==> config.mk <==
export PLATFORM = sky130hd
export DESIGN_NAME = div_seq_sm
export DESIGN_NICKNAME = d
export VERILOG_FILES = /design/src/rtl/div_seq_sm.sv
export SDC_FILE = /design/constraint.sdc
export NUM_CORES = 1
export LEC_CHECK = 0
export BUFFER_PORTS_ARGS = -buffer_cell sky130_fd_sc_hd__buf_2
export CORE_UTILIZATION = 35
export CTS_CLUSTER_SIZE = 25
export DETAILED_ROUTE_END_ITERATION = 10
export PLACE_DENSITY = 0.63
export SLEW_MARGIN = 10
export SYNTH_ARGS = -nofsm -noshare
export SYNTH_HDL_FRONTEND = slang
export SYNTH_SLANG_ARGS = --single-unit
==> constraint.sdc <==
create_clock -name clk -period 6.1 [get_ports clk]
set_clock_uncertainty 0.15 [all_clocks]
set_input_delay 1.22 -clock clk [delete_from_list [all_inputs] [get_ports clk]]
set_output_delay 1.22 -clock clk [all_outputs]
set_load 0.02 [all_outputs]
==> src/rtl/div_seq_sm.sv <==
// Sequential restoring divider: one quotient bit per clock, start/ready/done_tick handshake.
// Define DIV_SIGNED_EN to honour sgn (signed magnitude prep, sign fix-up and ovf flag).
module div_seq_sm #(
    parameter int unsigned W = 8
) (
    input  logic         clk,
    input  logic         reset_n,
    input  logic         start,
    input  logic         sgn,
    input  logic [W-1:0] dvnd,
    input  logic [W-1:0] dvsr,
    output logic         ready,
    output logic         done_tick,
    output logic [W-1:0] quo,
    output logic [W-1:0] rmd,
    output logic         dbz,
    output logic         ovf
);

    localparam int unsigned CW = $clog2(W + 1);
    localparam logic [W-1:0] MIN_VAL = {1'b1, {(W-1){1'b0}}};

`ifdef DIV_SIGNED_EN
    localparam logic SIGNED_EN = 1'b1;
`else
    localparam logic SIGNED_EN = 1'b0;
`endif

    typedef enum logic [2:0] {IDLE, PREP, OP, FIX, DONE} state_t;

    state_t        state, state_nxt;
    logic [W-1:0]  q_r;
    logic [W-1:0]  d_r;
    logic [W:0]    r_r;
    logic [CW-1:0] cnt;
    logic          sgn_r;
    logic          neg_n;
    logic          neg_d;
    logic          sgn_eff;

    logic [W:0]    r_sh;
    logic [W:0]    r_sub;
    logic          q_bit;

    assign sgn_eff = sgn & SIGNED_EN;

    always_comb begin
        r_sh  = (r_r << 1) | (W+1)'(q_r[W-1]);
        r_sub = r_sh - {1'b0, d_r};
        q_bit = (r_sh >= {1'b0, d_r});
    end

    always_ff @(posedge clk or negedge reset_n) begin
        if (!reset_n) state <= IDLE;
        else          state <= state_nxt;
    end

    always_comb begin
        state_nxt = state;
        ready     = 1'b0;
        done_tick = 1'b0;
        case (state)
            IDLE: begin
                ready = 1'b1;
                if (start) state_nxt = (dvsr == '0) ? DONE : PREP;
            end
            PREP: state_nxt = OP;
            OP:   if (cnt == CW'(1)) state_nxt = FIX;
            FIX:  state_nxt = DONE;
            DONE: begin
                done_tick = 1'b1;
                state_nxt = IDLE;
            end
            default: state_nxt = IDLE;
        endcase
    end

    always_ff @(posedge clk or negedge reset_n) begin
        if (!reset_n) begin
            q_r   <= '0;
            d_r   <= '0;
            r_r   <= '0;
            cnt   <= '0;
            sgn_r <= 1'b0;
            neg_n <= 1'b0;
            neg_d <= 1'b0;
            quo   <= '0;
            rmd   <= '0;
            dbz   <= 1'b0;
            ovf   <= 1'b0;
        end else begin
            case (state)
                IDLE: if (start) begin
                    q_r   <= dvnd;
                    d_r   <= dvsr;
                    r_r   <= '0;
                    sgn_r <= sgn_eff;
                    neg_n <= sgn_eff & dvnd[W-1];
                    neg_d <= sgn_eff & dvsr[W-1];
                    dbz   <= (dvsr == '0);
                    ovf   <= 1'b0;
                    if (dvsr == '0) begin
                        quo <= '1;
                        rmd <= dvnd;
                    end
                end
                PREP: begin
                    // |MIN| = 2^(W-1) still fits as W-bit unsigned, so MIN/-1 needs no special path
                    if (neg_n) q_r <= -q_r;
                    if (neg_d) d_r <= -d_r;
                    ovf <= sgn_r && (q_r == MIN_VAL) && (d_r == '1);
                    cnt <= CW'(W);
                end
                OP: begin
                    r_r <= q_bit ? r_sub : r_sh;
                    q_r <= {q_r[W-2:0], q_bit};
                    cnt <= cnt - CW'(1);
                end
                FIX: begin
                    quo <= (neg_n ^ neg_d) ? -q_r : q_r;
                    rmd <= neg_n ? -r_r[W-1:0] : r_r[W-1:0];
                end
                default: ;
            endcase
        end
    end

endmodule

==> results_tabular.tex <==
\begin{tabular}{lr}
\hline
Metric & Value \\
\hline
\multicolumn{2}{l}{\textbf{Routing}} \\
Via density per instance & around 5 \\
\# DRC & 0 \\
Length of the first detailed-routing pass in iterations & 4 \\
Wirelength, routed & approximately 5.5 mm \\
Iteration-0 DRC count of the detailed router & between 100 and 150 \\
Vias after detailed routing & about 2000 \\
Average routed wire per standard cell & roughly 14 um \\
Count of antenna-violating nets left after detailed routing & 0 \\
\multicolumn{2}{l}{\textbf{Floorplan}} \\
Die Height & between 80 and 90 um \\
I/O pin count & 40 \\
Starting utilization of the core area & between 30\% and 40\% \\
Std cell rows & 31 \\
Area of the die & a little under 8000 sq um \\
Core footprint & a little over 7000 sq um \\
Floorplan die width & 88.6 um \\
\multicolumn{2}{l}{\textbf{Setup path}} \\
Largest stage delay, worst path & around 0.90 ns \\
Reg-to-reg slack, setup & $\sim$3.3 ns \\
Maximum net fanout on the critical path & 25 \\
Crit path DAT & around 2.9 ns \\
Cell class contributing the biggest share of worst-path delay & compound AO/OA/AOI/OAI gates \\
Buffer and inverter count on the worst path & 0 \\
Critical Path, Cell by Cell & nand3b\_1, a21oi\_4, nor2\_1, a21oi\_2 \\
Critical path class & flop to flop \\
Required @ worst endpoint & between 6 and 7 ns \\
Critical-path top delay cell & sky130\_fd\_sc\_hd\_\_a21oi\_4 \\
Critical path endpoint category & flop \\
Startpoint class of the critical path & flop \\
\multicolumn{2}{l}{\textbf{STA}} \\
Max-slew violation total from the final report & 0 \\
Final worst path period share & 46.2\% \\
Total negative slack & 0 ns \\
Maximum operating frequency & around 0.35 GHz \\
Slew at the pin with the worst max-slew slack & approximately 1.1 ns \\
Total of endpoints with negative setup slack in the final report & 0 \\
Unrepaired setup endpoints after global routing & no \\
Relative slew slack & roughly 26\% \\
Final hold violation count & 0 \\
Shortest clock period the worst path allows after layout & approximately 2.8 ns \\
\multicolumn{2}{l}{\textbf{Logic synthesis}} \\
Sequential share of the synthesized area & 45.7\% \\
Average footprint of a synthesized cell & 9.99 sq um \\
Flop and latch count out of synthesis & 48 \\
Main flop type after synthesis & sky130\_fd\_sc\_hd\_\_dfrtp\_1 \\
Largest cells by area after synthesis & sky130\_fd\_sc\_hd\_\_dfrtp\_1 (46\%), sky130\_fd\_sc\_hd\_\_mux2i\_1 (5.7\%), sky130\_fd\_sc\_hd\_\_ha\_1 (4.8\%), sky130\_fd\_sc\_hd\_\_o21ai\_0 (4.6\%), sky130\_fd\_sc\_hd\_\_nand2\_1 (4.1\%) \\
Async set or reset register ratio after synthesis & 100\% \\
Cell area after synthesis & $\sim$2600 sq um \\
Number of instances in the synthesized netlist & 263 \\
Nets in the synthesized netlist & about 290 \\
Number of different library cells in the post-synthesis netlist & between 40 and 50 \\
Warnings from Yosys & 0 \\
Most used standard cell by instance count after synthesis & sky130\_fd\_sc\_hd\_\_dfrtp\_1 \\
Top cell types by occurrence after synthesis & sky130\_fd\_sc\_hd\_\_dfrtp\_1 (48), sky130\_fd\_sc\_hd\_\_nand2\_1 (29), sky130\_fd\_sc\_hd\_\_o21ai\_0 (24), sky130\_fd\_sc\_hd\_\_nor2\_1 (18) \\
Library cell with the largest summed area after synthesis & sky130\_fd\_sc\_hd\_\_dfrtp\_1 \\
Number of flops mapped to enable cells by yosys & 0 \\
Synth top area share & a little under half \\
\multicolumn{2}{l}{\textbf{Global routing}} \\
Number of antenna violations at the first check in global routing & 0 \\
Gr usage total & 15.5\% \\
Largest net degree at the start of global routing & approximately 50 \\
First-pass GRT wire length & 9.23 mm \\
Via count of the first global-routing pass & between 1500 and 2000 \\
Leftover overflow at the end of global routing & 0 \\
\multicolumn{2}{l}{\textbf{Layout}} \\
Antenna diodes & 0 \\
Number of fillers in the final layout & 730 \\
Area growth syn-to-layout & 12.5\% \\
Total number of nets in the final design & approximately 330 \\
Layout cells sized above 1 & roughly 22\% \\
\multicolumn{2}{l}{\textbf{CTS}} \\
Resized Gates After CTS & 0 \\
CTS tree & yes \\
Number of buffers on the longest clock path & 2 \\
Number of sinks on the clock net & 48 \\
CTS Buf Count & 5 \\
Clock insertion delay at the later pin of the skew report & roughly 0.31 ns \\
Quantity of hold-fixing buffers added after cts & 0 \\
Post-CTS setup buffer count & 0 \\
Root buffer cell & sky130\_fd\_sc\_hd\_\_clkbuf\_8 \\
Number of levels in the clock H-tree & 2 \\
Clock edge transition at the registers on the reported setup and hold paths & 0.10 ns \\
\multicolumn{2}{l}{\textbf{Min path}} \\
Worst hold path type & flop to flop \\
\multicolumn{2}{l}{\textbf{Power and ir drop}} \\
Power Dens Cells & between 500 and 600 nW/um\^{}2 \\
Power Total & $\sim$1.8 mW \\
Worst supply voltage drop on vdd & $\sim$0.17 mV \\
Leak Pwr & 1.36 nW \\
\multicolumn{2}{l}{\textbf{Flow run}} \\
Max-cap violations & 0 \\
\multicolumn{2}{l}{\textbf{Run status}} \\
Result of the run & complete, no violations \\
\multicolumn{2}{l}{\textbf{Placed design}} \\
IO Port Bufs & 37 \\
Gpl congestion & $\sim$0.81 \\
Placed wire-length estimate & 3.91 mm \\
\hline
\end{tabular}
per-stage QoR:
step	cells	util [%]	instance area [sq um]	setup slack, ns	hold slack (ns)
2_1_floorplan	263	-	2630	3.64	0.299
3_3_place_gp	386	39.1	2830	3.02	0.314
3_5_place_dp	386	39.1	2830	2.99	0.323
4_1_cts	394	40.7	2960	3.22	0.345
5_1_grt	394	40.7	2960	3.02	0.364
6_report	394	40.7	2960	3.28	0.341
power by group:
part	internal, mW	switching (mW)	total, mW
Sequential	0.464	0.127	0.590
Combinational	0.367	0.550	0.917
Clock	0.134	0.113	0.247
Total	0.965	0.789	1.75
kinds of logic (layout without fill, tap and decap cells):
| kind of cell | count (synthesis) | in the layout | share of synthesized area, % |
|---|---|---|---|
| AND/OR/NAND/NOR | 77 | 77 | 14.9 |
| buffers and inverters | 29 | 61 | 6.29 |
| other | 1 | 1 | 0.143 |
| AO/OA/AOI/OAI | 80 | 80 | 21.1 |
| adder cells (fa/ha/maj) | 11 | 11 | 5.53 |
| flip-flops | 48 | 48 | 45.7 |
| XOR/XNOR | 2 | 2 | 0.667 |
| multiplexers | 15 | 15 | 5.72 |
layer usage:
metal	track usage, %	share of wire (%)	vias to the layer above	routed length [um]
met1	19.6	46	947	2560
met5	0	0	-	0
met3	3.26	3.7	10	204
met4	6.74	1.6	0	89
li1	-	-	990	-
met2	25.7	48	47	2680
flip-flops by register name, summed over array words and instances (netlist names):
signal	flops
r_r	8
d_r	8
q_r	8
state	3
dbz	1
quo	8
cnt	4
rmd	8
layout by cell type, fill, tap and decap left out, drive strengths merged:
master | Yosys | routed
o31ai | 1 | 1
and2 | 1 | 1
o311ai | 4 | 4
nand2 | 30 | 30
o22ai | 1 | 1
a31o | 1 | 1
o21bai | 2 | 2
fa | 1 | 1
xor2 | 1 | 1
nand3b | 1 | 1
o31a | 1 | 1
and3 | 2 | 2
nand3 | 7 | 7
a31oi | 2 | 2
buf | 12 | 38
inv | 15 | 15
a21oi | 23 | 23
o2111ai | 1 | 1
xnor2 | 1 | 1
dfrtp | 48 | 48
mux2i | 15 | 15
a32oi | 4 | 4
o22a | 9 | 9
a21o | 2 | 2
bufinv | 0 | 1
nor2b | 5 | 5
ha | 10 | 10
nor3b | 1 | 1
clkbuf | 2 | 6
clkinv | 0 | 1
nand4 | 1 | 1
conb | 1 | 1
nor2 | 20 | 20
nor4 | 3 | 3
o21ai | 25 | 25
o21a | 2 | 2
a2bb2oi | 1 | 1
o221ai | 1 | 1
nor3 | 6 | 6
final timing paths:
check,startpoint,end,cells after the start
worst min-delay path,quo[4],quo[4],1
max in group asynchronous,reset_n,r_r[4],1
min in group asynchronous,reset_n,state[1],1
worst min register to register,quo[4],quo[4],1
worst max-delay path,state[0],rmd[3],4
worst max register to register,state[0],rmd[3],4
layout make-up:
type                            instances  area [sq um]  area share (%)
Clock buffer                            6          82.6            2.79
Clock inverter                          2          38.8            1.31
Inverter                               15          56.3            1.91
Multi-Input combinational cell        186          1260            42.6
Sequential cell                        48          1200            40.6
Tap cell                               99           124            4.19
Timing Repair Buffer                   38           193            6.52
Note: power is estimated with default switching activity, not from simulation.
